**src/rtl/pcm_frame_sched_if.sv**
```systemverilog
// rtl/pcm_frame_sched_if.sv - PCM input, packet BRAM write, and Ethernet handoff signals of the frame scheduler
interface pcm_frame_sched_if #(
    parameter int ADDR_W = 10
) ();
    logic              pcm_stb;
    logic [15:0]       pcm_l;
    logic [15:0]       pcm_r;
    logic              bram_wr_en;
    logic [ADDR_W-1:0] bram_wr_addr;
    logic [7:0]        bram_wr_data;
    logic              eth_start;
    logic              eth_busy;
    logic              eth_bank;
    logic [7:0]        frame_seq;
    logic [7:0]        drop_cnt;
    logic              overrun;
    logic              tx_timeout;

    // Sample source / transmitter side
    modport master (
        output pcm_stb, pcm_l, pcm_r, eth_busy,
        input  bram_wr_en, bram_wr_addr, bram_wr_data, eth_start, eth_bank,
               frame_seq, drop_cnt, overrun, tx_timeout
    );

    // Scheduler side
    modport slave (
        input  pcm_stb, pcm_l, pcm_r, eth_busy,
        output bram_wr_en, bram_wr_addr, bram_wr_data, eth_start, eth_bank,
               frame_seq, drop_cnt, overrun, tx_timeout
    );
endinterface

```
**src/rtl/pcm_frame_sched.sv**
```systemverilog
// rtl/pcm_frame_sched.sv - ping-pong stereo PCM frame scheduler feeding the Ethernet transmitter
module pcm_frame_sched #(
    parameter int HDR_LEN = 14,
    parameter int PAIRS   = 28,
    parameter int ADDR_W  = 10,
    parameter int BUSY_TO = 15
) (
    input  logic            clk,
    input  logic            rst,
    pcm_frame_sched_if.slave bus
);
    localparam int OFF_W = ADDR_W - 1;
    localparam int PC_W  = $clog2(PAIRS + 1);
    localparam int TO_W  = $clog2(BUSY_TO + 1);
    localparam logic [OFF_W-1:0] HDR_OFF = OFF_W'(HDR_LEN);

    if (HDR_LEN + 4 * PAIRS > (1 << (ADDR_W - 1))) begin : g_len_check
        $error("pcm_frame_sched: header plus payload does not fit in one bank");
    end

    typedef enum logic [2:0] {W_IDLE, W0, W1, W2, W3, W_NEXT} w_state_t;
    typedef enum logic [1:0] {TX_IDLE, TX_START, TX_WAIT_BUSY, TX_WAIT_DONE} tx_state_t;

    w_state_t          w_q, w_d;
    tx_state_t         tx_q, tx_d;
    logic              wr_bank_q, wr_bank_d;
    logic [OFF_W-1:0]  offset_q, offset_d;
    logic [PC_W-1:0]   pair_cnt_q, pair_cnt_d;
    logic              pending_q, pending_d;
    logic              eth_bank_q, eth_bank_d;
    logic [7:0]        frame_seq_q, frame_seq_d;
    logic [7:0]        drop_cnt_q, drop_cnt_d;
    logic [15:0]       l_q, l_d, r_q, r_d;
    logic [TO_W-1:0]   to_cnt_q, to_cnt_d;

    logic              wr_en_c;
    logic [ADDR_W-1:0] wr_addr_c;
    logic [7:0]        wr_data_c;
    logic              overrun_c;
    logic              pending_set, pending_clr;
    logic              start_c, timeout_c;
    logic              tx_free;

    // The writer may only hand off when nothing is queued and the transmitter is, or is just becoming, idle.
    assign tx_free = !pending_q &&
                     (tx_q == TX_IDLE || (tx_q == TX_WAIT_DONE && !bus.eth_busy));

    always_comb begin
        w_d         = w_q;
        wr_bank_d   = wr_bank_q;
        offset_d    = offset_q;
        pair_cnt_d  = pair_cnt_q;
        eth_bank_d  = eth_bank_q;
        drop_cnt_d  = drop_cnt_q;
        l_d         = l_q;
        r_d         = r_q;
        wr_en_c     = 1'b0;
        wr_addr_c   = '0;
        wr_data_c   = '0;
        pending_set = 1'b0;
        overrun_c   = bus.pcm_stb && (w_q != W_IDLE);
        case (w_q)
            W_IDLE: begin
                if (bus.pcm_stb) begin
                    l_d = bus.pcm_l;
                    r_d = bus.pcm_r;
                    w_d = W0;
                end
            end
            W0: begin
                wr_en_c   = 1'b1;
                wr_addr_c = {wr_bank_q, offset_q};
                wr_data_c = l_q[7:0];
                w_d       = W1;
            end
            W1: begin
                wr_en_c   = 1'b1;
                wr_addr_c = {wr_bank_q, offset_q + OFF_W'(1)};
                wr_data_c = l_q[15:8];
                w_d       = W2;
            end
            W2: begin
                wr_en_c   = 1'b1;
                wr_addr_c = {wr_bank_q, offset_q + OFF_W'(2)};
                wr_data_c = r_q[7:0];
                w_d       = W3;
            end
            W3: begin
                wr_en_c   = 1'b1;
                wr_addr_c = {wr_bank_q, offset_q + OFF_W'(3)};
                wr_data_c = r_q[15:8];
                w_d       = W_NEXT;
            end
            W_NEXT: begin
                w_d = W_IDLE;
                if (pair_cnt_q == PC_W'(PAIRS - 1)) begin
                    offset_d   = HDR_OFF;
                    pair_cnt_d = '0;
                    if (tx_free) begin
                        pending_set = 1'b1;
                        eth_bank_d  = wr_bank_q;
                        wr_bank_d   = ~wr_bank_q;
                    end else begin
                        // Whole frame discarded; the same bank is refilled from the header.
                        overrun_c = 1'b1;
                        if (drop_cnt_q != 8'hFF) drop_cnt_d = drop_cnt_q + 8'd1;
                    end
                end else begin
                    offset_d   = offset_q + OFF_W'(4);
                    pair_cnt_d = pair_cnt_q + PC_W'(1);
                end
            end
            default: w_d = W_IDLE;
        endcase
    end

    always_comb begin
        tx_d        = tx_q;
        to_cnt_d    = to_cnt_q;
        frame_seq_d = frame_seq_q;
        start_c     = 1'b0;
        timeout_c   = 1'b0;
        pending_clr = 1'b0;
        case (tx_q)
            TX_IDLE: begin
                if (pending_q) tx_d = TX_START;
            end
            TX_START: begin
                start_c     = 1'b1;
                pending_clr = 1'b1;
                frame_seq_d = frame_seq_q + 8'd1;
                to_cnt_d    = '0;
                tx_d        = TX_WAIT_BUSY;
            end
            TX_WAIT_BUSY: begin
                if (bus.eth_busy) begin
                    tx_d = TX_WAIT_DONE;
                end else if (to_cnt_q == TO_W'(BUSY_TO - 1)) begin
                    timeout_c = 1'b1;
                    tx_d      = TX_IDLE;
                end else begin
                    to_cnt_d = to_cnt_q + TO_W'(1);
                end
            end
            TX_WAIT_DONE: begin
                if (!bus.eth_busy) tx_d = TX_IDLE;
            end
            default: tx_d = TX_IDLE;
        endcase
    end

    assign pending_d = pending_set ? 1'b1 : (pending_clr ? 1'b0 : pending_q);

    always_ff @(posedge clk) begin
        if (rst) begin
            w_q         <= W_IDLE;
            tx_q        <= TX_IDLE;
            wr_bank_q   <= 1'b0;
            offset_q    <= HDR_OFF;
            pair_cnt_q  <= '0;
            pending_q   <= 1'b0;
            eth_bank_q  <= 1'b0;
            frame_seq_q <= '0;
            drop_cnt_q  <= '0;
            l_q         <= '0;
            r_q         <= '0;
            to_cnt_q    <= '0;
        end else begin
            w_q         <= w_d;
            tx_q        <= tx_d;
            wr_bank_q   <= wr_bank_d;
            offset_q    <= offset_d;
            pair_cnt_q  <= pair_cnt_d;
            pending_q   <= pending_d;
            eth_bank_q  <= eth_bank_d;
            frame_seq_q <= frame_seq_d;
            drop_cnt_q  <= drop_cnt_d;
            l_q         <= l_d;
            r_q         <= r_d;
            to_cnt_q    <= to_cnt_d;
        end
    end

    assign bus.bram_wr_en   = wr_en_c;
    assign bus.bram_wr_addr = wr_addr_c;
    assign bus.bram_wr_data = wr_data_c;
    assign bus.eth_start    = start_c;
    assign bus.eth_bank     = eth_bank_q;
    assign bus.frame_seq    = frame_seq_q;
    assign bus.drop_cnt     = drop_cnt_q;
    assign bus.overrun      = overrun_c;
    assign bus.tx_timeout   = timeout_c;
endmodule

```
**src/flat_wrapper.sv**
```systemverilog
// flat-port wrapper written by rule: the top's interface ports become plain ports
module pcm_frame_sched_flat 
#(
    parameter int HDR_LEN = 14,
    parameter int PAIRS   = 28,
    parameter int ADDR_W  = 10,
    parameter int BUSY_TO = 15
)
  (clk, rst, bus_pcm_stb, bus_pcm_l, bus_pcm_r, bus_eth_busy, bus_bram_wr_en, bus_bram_wr_addr, bus_bram_wr_data, bus_eth_start, bus_eth_bank, bus_frame_seq, bus_drop_cnt, bus_overrun, bus_tx_timeout);
  pcm_frame_sched_if #(.ADDR_W(ADDR_W)) bus_i ();
  input  logic clk;
  input  logic rst;
  input wire logic [$bits(bus_i.pcm_stb)-1:0] bus_pcm_stb;
  input wire logic [$bits(bus_i.pcm_l)-1:0] bus_pcm_l;
  input wire logic [$bits(bus_i.pcm_r)-1:0] bus_pcm_r;
  input wire logic [$bits(bus_i.eth_busy)-1:0] bus_eth_busy;
  output wire logic [$bits(bus_i.bram_wr_en)-1:0] bus_bram_wr_en;
  output wire logic [$bits(bus_i.bram_wr_addr)-1:0] bus_bram_wr_addr;
  output wire logic [$bits(bus_i.bram_wr_data)-1:0] bus_bram_wr_data;
  output wire logic [$bits(bus_i.eth_start)-1:0] bus_eth_start;
  output wire logic [$bits(bus_i.eth_bank)-1:0] bus_eth_bank;
  output wire logic [$bits(bus_i.frame_seq)-1:0] bus_frame_seq;
  output wire logic [$bits(bus_i.drop_cnt)-1:0] bus_drop_cnt;
  output wire logic [$bits(bus_i.overrun)-1:0] bus_overrun;
  output wire logic [$bits(bus_i.tx_timeout)-1:0] bus_tx_timeout;
  assign bus_i.pcm_stb = bus_pcm_stb;
  assign bus_i.pcm_l = bus_pcm_l;
  assign bus_i.pcm_r = bus_pcm_r;
  assign bus_i.eth_busy = bus_eth_busy;
  assign bus_bram_wr_en = bus_i.bram_wr_en;
  assign bus_bram_wr_addr = bus_i.bram_wr_addr;
  assign bus_bram_wr_data = bus_i.bram_wr_data;
  assign bus_eth_start = bus_i.eth_start;
  assign bus_eth_bank = bus_i.eth_bank;
  assign bus_frame_seq = bus_i.frame_seq;
  assign bus_drop_cnt = bus_i.drop_cnt;
  assign bus_overrun = bus_i.overrun;
  assign bus_tx_timeout = bus_i.tx_timeout;
  pcm_frame_sched #(.HDR_LEN(HDR_LEN), .PAIRS(PAIRS), .ADDR_W(ADDR_W), .BUSY_TO(BUSY_TO)) u_core (.clk(clk), .rst(rst), .bus(bus_i));
endmodule
```
**config.mk**
```make
export PLATFORM = sky130hd
export DESIGN_NAME = pcm_frame_sched_flat
export DESIGN_NICKNAME = d
export VERILOG_FILES = /design/src/rtl/pcm_frame_sched_if.sv /design/src/rtl/pcm_frame_sched.sv /design/src/flat_wrapper.sv
export SDC_FILE = /design/constraint.sdc
export NUM_CORES = 1
export LEC_CHECK = 0
export ABC_AREA = 1
export ABC_CLOCK_PERIOD_IN_PS = 3490
export CAP_MARGIN = 40
export CORE_ASPECT_RATIO = 0.8
export CORE_MARGIN = 1.5
export CORE_UTILIZATION = 56
export CTS_CLUSTER_DIAMETER = 30
export DETAILED_ROUTE_END_ITERATION = 8
export GPL_ROUTABILITY_DRIVEN = 1
export PLACE_DENSITY_LB_ADDON = 0.25
export SLEW_MARGIN = 20
export SYNTH_ARGS = -nofsm -noshare
export SYNTH_HDL_FRONTEND = slang
export SYNTH_SLANG_ARGS = --single-unit
```
**constraint.sdc**
```tcl
create_clock -name clk -period 3.49 [get_ports clk]
set_clock_uncertainty 0.05 [all_clocks]
set_input_delay 0.698 -clock clk [delete_from_list [all_inputs] [get_ports clk]]
set_output_delay 0.698 -clock clk [all_outputs]
set_load 0.005 [all_outputs]
```
==> reports/summary.txt, run 1 <==
Initial core utilization: 0.580
WL per Instance: 13.4 µm
Commonest cells after routing, fill and taps aside: nand2_1 (87), inv_1 (83), clkdlybuf4s50_1 (74)
Maximum vdd drop: 291 µV
Layout area overhead: 29.7%
Critical path arrival: 2500 ps
Core ar.: 6410 µm²
Hold Vio Cnt, Final: 0
Die Span X: 94.1 µm
HP Class: reg -> reg
Largest family of logic cells by synthesized area: simple AND/OR/NAND/NOR gates
Post-synth top flop: dfxtp_1
M2 GR Usage: 0.469
Drt drc: 0
Clock root buffer: clkbuf_8
Register area: 1460 µm²
Antenna violations before repair: 0
# fillers: 471
Clock buffer depth: 2
First-pass GRT wire length: 15.0 mm
Synth Instances: 531
Die height: 75.9 µm
Worst path top cell family by delay: buffers and inverters
Critical path peak fanout: 13
RSZ-0062 raised after global routing: no
CP dominant cell by count: nand2_1
Ys async rst share: 0
Tcrit/Tclk final: 0.932
Clk sink count: 73
Vias: 3,801
Worst EP required: 2740 ps
Post-route setup slack: 239 ps
Synth area leader: dfxtp_1
Post-synthesis compound-gate area fraction: 0.214
Dpl hpwl: 6.66 mm
Slew @ Worst Pin: 693 ps
Num CTS Buffers: 9
Count of pins over their slew limit: 0
DRT Pass-1 Iters: 5
Total negative slack: 0 ps
XOR/XNOR Fraction of Synth Area: 0.0165
Global placer's final weighted congestion: 0.888
Area share of the largest cell type after synthesis: 0.393
Number of DRC markers in iteration 0: 182
Clock slew at reported path FFs: 80 ps
Run status: finished, final reports clean
Final critical-path required period: 3250 ps
Met3 Usage GRT: 0.0739
Vias/cell: 5.49
Pin count of the biggest net entering global routing: 37
H-Tree Depth: 3
Final nets: 647
Power Density: 517 nW/µm²
GR Layer Usage met1: 0.332
GRT Total Usage: 0.270
Post-CTS setup buffers: 0
CP bufs+invs: 3
Post-Synth Simple-Gate Area: 0.234
Clk Latency, worst-skew pair: 350 ps
CP Cell Sequence: inv_1 > nand3_1 > inv_1 > nand2_1 > nand2_1 > o21ai_1 > nand2_1 > clkdlybuf4s50_1
Count of cell types in the netlist: 35
Pleak: 1.91 nW
Synth top area cells: dfxtp_1 (39%), nand2_1 (8.8%), a21oi_1 (8.8%)
Ports: 75
Syn_nets: 575
Share of layout cells above drive strength 1: 0.0806
Max Cap Viol: 0
Most common cell after layout, fill and taps aside: nand2_1
Busiest grt layer: met2
Number of port buffers: 74
Average cell area after synthesis: 7.00 µm²
Adder-cell share of the synthesized area: 0.0269
Die ar.: 7140 µm²
Ant diodes: 0
Post-route cell area: 4820 µm²
CP peak stage delay: 500 ps
Sequential area share after synthesis: 0.393
Synthesis warning total: 0
Number of global-route vias before repair: 3,445
Synthesized area: 3720 µm²
CTS tree: built
WL final: 9.27 mm
WS Path Type: reg -> out
Crit end category: output port
CP Launch Type: flip-flop
Worst path slowest cell: clkdlybuf4s50_1
Slew headroom: 0.537
Yosys reg bits: 73
Cell Rows: 26
Post-route ant nets: 0
Pre-CTS setup slack: 554 ps
Overflow after GRT: 0
Fmax: 308 MHz
Placed cell areas: 4530 µm²
Mux share of post-synthesis cell area: 0
Area taken by multi-input logic gates: 1830 µm²
Final setup vio count: 0
Number of flops mapped to enable cells by yosys: 0
[per-layer routing]
metal  up-vias  share of wire  wire length, µm
met4         0          0.012              109
met2       122           0.48             4440
met5         -              0                0
met1      1773           0.46             4220
li1       1891              -                -
met3        15          0.053              494
[tightest hold or removal path: cells and delay by family, from the launching register on]
family / cells / cell delay, ps
flops: 1 / 300
buf+inv: 1 / 60
compound gates: 1 / 50
[sequential cells by signal, summed over array words and instances (netlist names)]
| signal | count |
|---|---|
| u_core.l_q | 16 |
| u_core.offset_q | 8 |
| u_core.w_q | 3 |
| u_core.bus.eth_bank | 1 |
| u_core.to_cnt_q | 4 |
| u_core.pair_cnt_q | 5 |
| u_core.bus.frame_seq | 8 |
| u_core.r_q | 16 |
| u_core.tx_q | 2 |
| u_core.wr_bank_q | 1 |
| u_core.bus.drop_cnt | 8 |
| u_core.pending_q | 1 |
[cell type report]
type,instances,share of cell area
Inverter,91,0.0711
Multi-Input combinational cell,350,0.380
Sequential cell,73,0.303
Tap cell,84,0.0218
Timing Repair Buffer,78,0.164
Clock buffer,9,0.0257
Clock inverter,7,0.0345
[kinds of logic (layout without fill, tap and decap cells)]
group	Yosys count	after routing
simple gates	190	190
compound gates	145	145
buf+inv	108	185
flops	73	73
fa+ha+maj	8	8
xor+xnor	7	7
[power breakdown]
part,internal (mW),switching (mW)
sequential,0.925,0.0417
clock,0.621,0.331
combinational,0.250,0.323
[synthesized netlist by cell type, types with 4 or more instances]
master and instances:
ha_1 8, o21ai_1 38, a21oi_1 65, xor2_1 5, inv_1 83, nand2_2 5
o22ai_1 8, o21ai_0 17, nand3_1 38, o221ai_1 10, clkbuf_1 4, nor2_2 5
dfxtp_1 73, buf_4 4, buf_2 7, inv_2 7, nor2_1 38, nand3_2 4
nand2_1 87
[what timing repair did]
item	in CTS	in global routing
endpoints found under the setup margin	0	2
hold buffers	0	0
resized for setup	0	2
[per-stage QoR]
stage	utilization	std cells	total power [mW]	hold WS, ps
floorplan	-	531	1.31	379
global placement	0.702	675	1.51	389
detailed placement	0.706	676	1.55	394
CTS	0.751	692	2.49	405
global route	0.752	692	2.60	421
finish	0.752	692	2.49	405
[worst paths after layout]
kind,end,slack (ps),cells past startpoint,from
max,bus_bram_wr_addr[6],240,8,u_core.w_q[2]$_SDFFE_PP0P_
min reg2reg,u_core.r_q[8]$_SDFFE_PP0P_,410,2,u_core.r_q[8]$_SDFFE_PP0P_
max reg2reg,u_core.l_q[1]$_SDFFE_PP0P_,1670,7,u_core.w_q[0]$_SDFFE_PP0P_
min,u_core.r_q[8]$_SDFFE_PP0P_,410,2,u_core.r_q[8]$_SDFFE_PP0P_
(Power assumes the default switching activity.)
==> inputs of run 2 (changes only) <==
Settings changed: CAP_MARGIN 40 to 0.
==> run 2 against run 1 <==
  * Power decreased by 6.7%
  * Final cell count decreased by 0.14%
  * Core utilization decreased by 1.1 points
  * Sequential share of layout area increased by 0.46 points
  * Worst hold slack got worse by 0.61 ps
  * Setup slack improved by 7.4 ps
  * Clock-buffer cell count unchanged
  * Routed wire length decreased by 1.3%
  * Critical path depth increased by 3
  * Global-route usage decreased by 0.19 points
  * Clock power decreased by 16%
==> reports/summary.txt, run 2 (synthesized netlist as in run 1, its figures left out) <==
Run status: finished, final reports clean
Share of layout cells above drive strength 1: 0.0774
CTS tree: built
Worst hold path depth: 2
RSZ-0062 raised after global routing: no
Die Span X: 94.1 µm
Number of DRC markers in iteration 0: 248
Dpl hpwl: 6.44 mm
Total negative slack: 0 ps
Post-route ant nets: 0
Critical path peak fanout: 5
Maximum vdd drop: 287 µV
GRT Total Usage: 0.268
Ports: 75
WS Path Type: reg -> out
H-Tree Depth: 3
Reg-to-reg endpoint: u_core.l_q[1]$_SDFFE_PP0P_
Count of pins over their slew limit: 0
Clock share of power: 0.345
Hold Vio Cnt, Final: 0
CP Cell Sequence: nor2_2 > nand2_1 > inv_1 > ha_1 > nand2_1 > nor2_1 > inv_1 > o21ai_0 > nand3_1 > nand3_1 > clkdlybuf4s50_1
Core ar.: 6410 µm²
Power Density: 490 nW/µm²
WL final: 9.15 mm
FF-to-FF setup slack: 1760 ps
Drt drc: 0
First-pass GRT wire length: 14.9 mm
Final nets: 646
HP Class: reg -> reg
Vias/cell: 5.42
Hold_sp: u_core.l_q[8]$_SDFFE_PP0P_
Pin count of the biggest net entering global routing: 65
Largest regs: u_core.l_q x16, u_core.r_q x16
# fillers: 470
Die height: 75.9 µm
CP Launch Type: flip-flop
Overflow after GRT: 0
Clock slew at reported path FFs: 70 ps
Clk Latency, worst-skew pair: 360 ps
Die ar.: 7140 µm²
Worst path top cell family by delay: simple AND/OR/NAND/NOR gates
Max Cap Viol: 0
Most common cell after layout, fill and taps aside: nand2_1
Critical path arrival: 2500 ps
Tcrit/Tclk final: 0.929
Sequential power share: 0.416
Antenna violations before repair: 0
Pleak: 1.87 nW
Final critical-path required period: 3240 ps
Layout area overhead: 27.7%
Initial core utilization: 0.580
Cell Rows: 26
Worst R2R Start: u_core.w_q[0]$_SDFFE_PP0P_
DRT Pass-1 Iters: 5
Final setup vio count: 0
Cells on worst reg2reg path: 6
Commonest cells after routing, fill and taps aside: nand2_1 (87), inv_1 (83), clkdlybuf4s50_1 (74)
Num CTS Buffers: 9
Clk sink count: 73
Vias: 3,743
WL per Instance: 13.2 µm
Clock root buffer: clkbuf_8
Pwr Total: 2.33 mW
Switch Pwr: 692 µW
CP bufs+invs: 3
Slew @ Worst Pin: 760 ps
Slew headroom: 0.492
CP peak stage delay: 490 ps
Worst EP required: 2740 ps
Hold Crit Endpoint: u_core.l_q[8]$_SDFFE_PP0P_
Number of global-route vias before repair: 3,412
Ant diodes: 0
Switching Fraction: 0.298
Worst path slowest cell: clkdlybuf4s50_1
Logic pwr share: 0.239
Crit end category: output port
Global placer's final weighted congestion: 0.888
Number of port buffers: 74
Clock buffer depth: 2
Fmax: 308 MHz
Cell internal pwr: 1.63 mW
## run 2: changes by cell type in the layout (fill, tap and decap cells not counted)
cell        delta
nand2_2        -1
buf_16         -1
clkinv_2       +1
bufinv_16      -2
clkinvlp_4     +1
nand2_4        +1
nor2_1         +1
nor2_2         -1
## run 2: repair_timing
item / 4_1_cts / 5_1_grt
hold buffers: 0 / 0
setup endpoints to repair: 0 / 2
setup buffers: 0 / 0
resized for setup: 0 / 1
endpoints found under the hold margin: 0 / 0
## run 2: how the worst max path moves through the flow
stage	start	slack (ps)	cells past startpoint	end
2_1_floorplan	u_core.w_q[0]$_SDFFE_PP0P_	1130	11	bus_bram_wr_addr[7]
3_3_place_gp	bus_eth_busy	550	6	bus_overrun
6_report	u_core.w_q[0]$_SDFFE_PP0P_	250	11	bus_bram_wr_addr[7]
5_1_grt	u_core.w_q[0]$_SDFFE_PP0P_	3	11	bus_bram_wr_addr[7]
3_5_place_dp	bus_eth_busy	550	6	bus_overrun
4_1_cts	u_core.w_q[0]$_SDFFE_PP0P_	240	11	bus_bram_wr_addr[7]
## run 2: routing by layer
layer,track usage,share of wire,vias up
met5,0,0,-
met3,0.0699,0.055,13
li1,-,-,1889
met1,0.333,0.45,1737
met2,0.458,0.48,104
met4,0.0912,0.013,0
## run 2: worst register-to-register path: cells and delay by family, from the launching register on
family | cells | cell delay, ps
and+or+nand+nor | 3 | 650
AOI/OAI and AO/OA | 2 | 410
DFF | 1 | 370
buffers and inverters | 1 | 110
## run 2: stage by stage
| step | cell area, µm² | hold slack (ps) | std cells | util | setup WS [ps] |
|---|---|---|---|---|---|
| after detailed placement | 4500 | 396 | 675 | 0.702 | 547 |
| after floorplan | 3720 | 379 | 531 | - | 1130 |
| after global routing | 4750 | 427 | 691 | 0.741 | 3.18 |
| after global placement | 4500 | 389 | 675 | 0.702 | 547 |
| final | 4750 | 405 | 691 | 0.741 | 246 |
| after CTS | 4740 | 406 | 691 | 0.740 | 238 |
## run 2: final cells by class
class | instances | area, µm² | share of cell area
Multi-Input combinational cell | 350 | 1830 | 0.386
Clock buffer | 9 | 124 | 0.0261
Sequential cell | 73 | 1460 | 0.308
Inverter | 91 | 343 | 0.0722
Clock inverter | 7 | 119 | 0.0250
Timing Repair Buffer | 77 | 763 | 0.161
Tap cell | 84 | 105 | 0.0221
## run 2: power groups by stage
stage	Sequential (mW)	Combinational, mW	Clock (mW)
finish	0.967	0.557	0.802
global route	0.976	0.613	0.840
CTS	0.965	0.548	0.805
detailed placement	0.984	0.543	0
global placement	0.978	0.527	0
floorplan	0.974	0.339	0
==> inputs of run 3 (changes only) <==
Settings changed: ABC_CLOCK_PERIOD_IN_PS 3490 to 4000, CORE_UTILIZATION 56 to 35, TNS_END_PERCENT set to 100.
Clock period 3.49 ns to 4 ns, I/O delays scaled along.
==> run 3 against run 2 <==
  * Largest cell class unchanged
  * Critical endpoint unchanged
  * Routed wire length is 1.9% lower
  * Final cell count increased by 8.0%
  * Clock power rose by 8.5%
  * Critical path type unchanged
==> reports/summary.txt, run 3 (synthesized netlist as in run 1, its figures left out) <==
Pleak: 1.91 nW
HP Class: reg -> reg
Global placer's final weighted congestion: 0.868
Share of layout cells above drive strength 1: 0.0743
GRT Total Usage: 0.170
Overflow after GRT: 0
CP Launch Type: flip-flop
Number of global-route vias before repair: 3,456
Worst Setup EP: bus_bram_wr_addr[7]
Final nets: 645
Ports: 75
CP Cell Sequence: nor2_1 > nand2_1 > inv_1 > ha_1 > nand2_1 > nor2_1 > inv_1 > o21ai_0 > nand3_1 > nand3_1 > clkdlybuf4s50_1
RSZ-0062 raised after global routing: no
Commonest cells after routing, fill and taps aside: nand2_1 (87), inv_1 (83), clkdlybuf4s50_1 (74)
Count of pins over their slew limit: 0
Max Cap Viol: 0
Most common cell after layout, fill and taps aside: nand2_1
Number of port buffers: 74
Total negative slack: 0 ps
Antenna violations before repair: 0
CP peak stage delay: 490 ps
FF-to-FF setup slack: 2270 ps
Slew @ Worst Pin: 673 ps
Pin count of the biggest net entering global routing: 65
Vias: 3,582
Num CTS Buffers: 9
Post-CTS sizing: 0
Post-route ant nets: 0
Placed cell areas: 4560 µm²
WL per Instance: 12.0 µm
WL final: 8.98 mm
Post-route cell area: 4890 µm²
Crit end category: output port
Number of DRC markers in iteration 0: 182
Ant diodes: 0
Worst path top cell family by delay: simple AND/OR/NAND/NOR gates
# fillers: 1,025
Fmax: 277 MHz
WS Path Type: reg -> out
Worst R2R Start: u_core.w_q[0]$_SDFFE_PP0P_
Tcrit/Tclk final: 0.903
Power Density: 448 nW/µm²
Layout area overhead: 31.6%
Critical path arrival: 2760 ps
Crit. Startpoint: u_core.w_q[0]$_SDFFE_PP0P_
CTS tree: built
Die height: 95.2 µm
Critical path peak fanout: 11
Vias/cell: 4.80
Clock buffer depth: 2
Clk sink count: 73
DRT Pass-1 Iters: 5
Reg-to-reg endpoint: u_core.l_q[0]$_SDFFE_PP0P_
Core ar.: 10,300 µm²
Final setup vio count: 0
Hold_sp: u_core.l_q[14]$_SDFFE_PP0P_
Final critical-path required period: 3610 ps
Worst path slowest cell: clkdlybuf4s50_1
Clk Latency, worst-skew pair: 320 ps
Clock slew at reported path FFs: 60 ps
First-pass GRT wire length: 15.6 mm
Slew headroom: 0.550
Die ar.: 11,300 µm²
H-Tree Depth: 3
Drt drc: 0
Largest regs: u_core.l_q x16, u_core.r_q x16
Maximum vdd drop: 305 µV
Cts-stage hold buffer count: 0
CP bufs+invs: 3
Dpl hpwl: 6.68 mm
Cell Rows: 33
Initial core utilization: 0.362
Post-CTS setup buffers: 0
Hold Vio Cnt, Final: 0
Worst EP required: 3150 ps
Die Span X: 118 µm
Instance count on the critical path: 11
Cells on worst reg2reg path: 6
Clock root buffer: clkbuf_16
Run status: finished, final reports clean
[run 3: cell count changes in the layout (fill, tap and decap cells not counted)]
cell	delta
nor2_2	-1
clkbuf_8	-9
clkinv_4	+1
clkinv_2	-1
clkinvlp_4	-1
inv_6	+2
clkbuf_16	+9
buf_4	-1
bufinv_16	-1
nor2_1	+1
[run 3: layer usage]
layer  track usage  part of all wire  wire length [µm]
met1         0.221              0.49              4400
met2         0.286              0.45              4070
met3        0.0329             0.043               385
met4        0.0549             0.013               121
met5             0                 0                 0
[run 3: final cells by class]
cell class	instances	area, µm²	area share
sequential	73	1460	0.299
timing repair buffer	76	756	0.154
clock buffer	9	225	0.0460
inverter	91	343	0.0701
tap	140	175	0.0358
clock inverter	7	103	0.0210
multi-input combinational	350	1830	0.374
[run 3: power by group]
part	internal, mW	switching [mW]
Sequential	0.808	0.0338
Clock	0.552	0.317
Combinational	0.202	0.280
[run 3: worst min-delay path by stage]
| stage | endpoint | slack, ps | depth (start not counted) |
|---|---|---|---|
| 3_3_place_gp | u_core.l_q[14]$_SDFFE_PP0P_ | 390 | 2 |
| 2_1_floorplan | u_core.l_q[0]$_SDFFE_PP0P_ | 380 | 2 |
| 6_report | u_core.l_q[14]$_SDFFE_PP0P_ | 400 | 2 |
| 3_5_place_dp | u_core.l_q[10]$_SDFFE_PP0P_ | 400 | 2 |
| 5_1_grt | u_core.l_q[0]$_SDFFE_PP0P_ | 420 | 2 |
| 4_1_cts | u_core.l_q[10]$_SDFFE_PP0P_ | 410 | 2 |
[run 3: worst min-delay path, stage by stage, from the launching register on]
cell and delay, ps:
dfxtp_1 300, inv_1 60, a21oi_1 50
[run 3: through the flow]
stage	total power, mW	cells	utilization	setup WS, ps	hold slack (ps)
final	2.19	746	0.476	389	402
after global routing	2.31	746	0.476	110	421
after CTS	2.21	746	0.475	389	406
after detailed placement	1.34	730	0.444	764	397
after global placement	1.33	730	0.444	818	391
after floorplan	1.14	531	-	1540	379
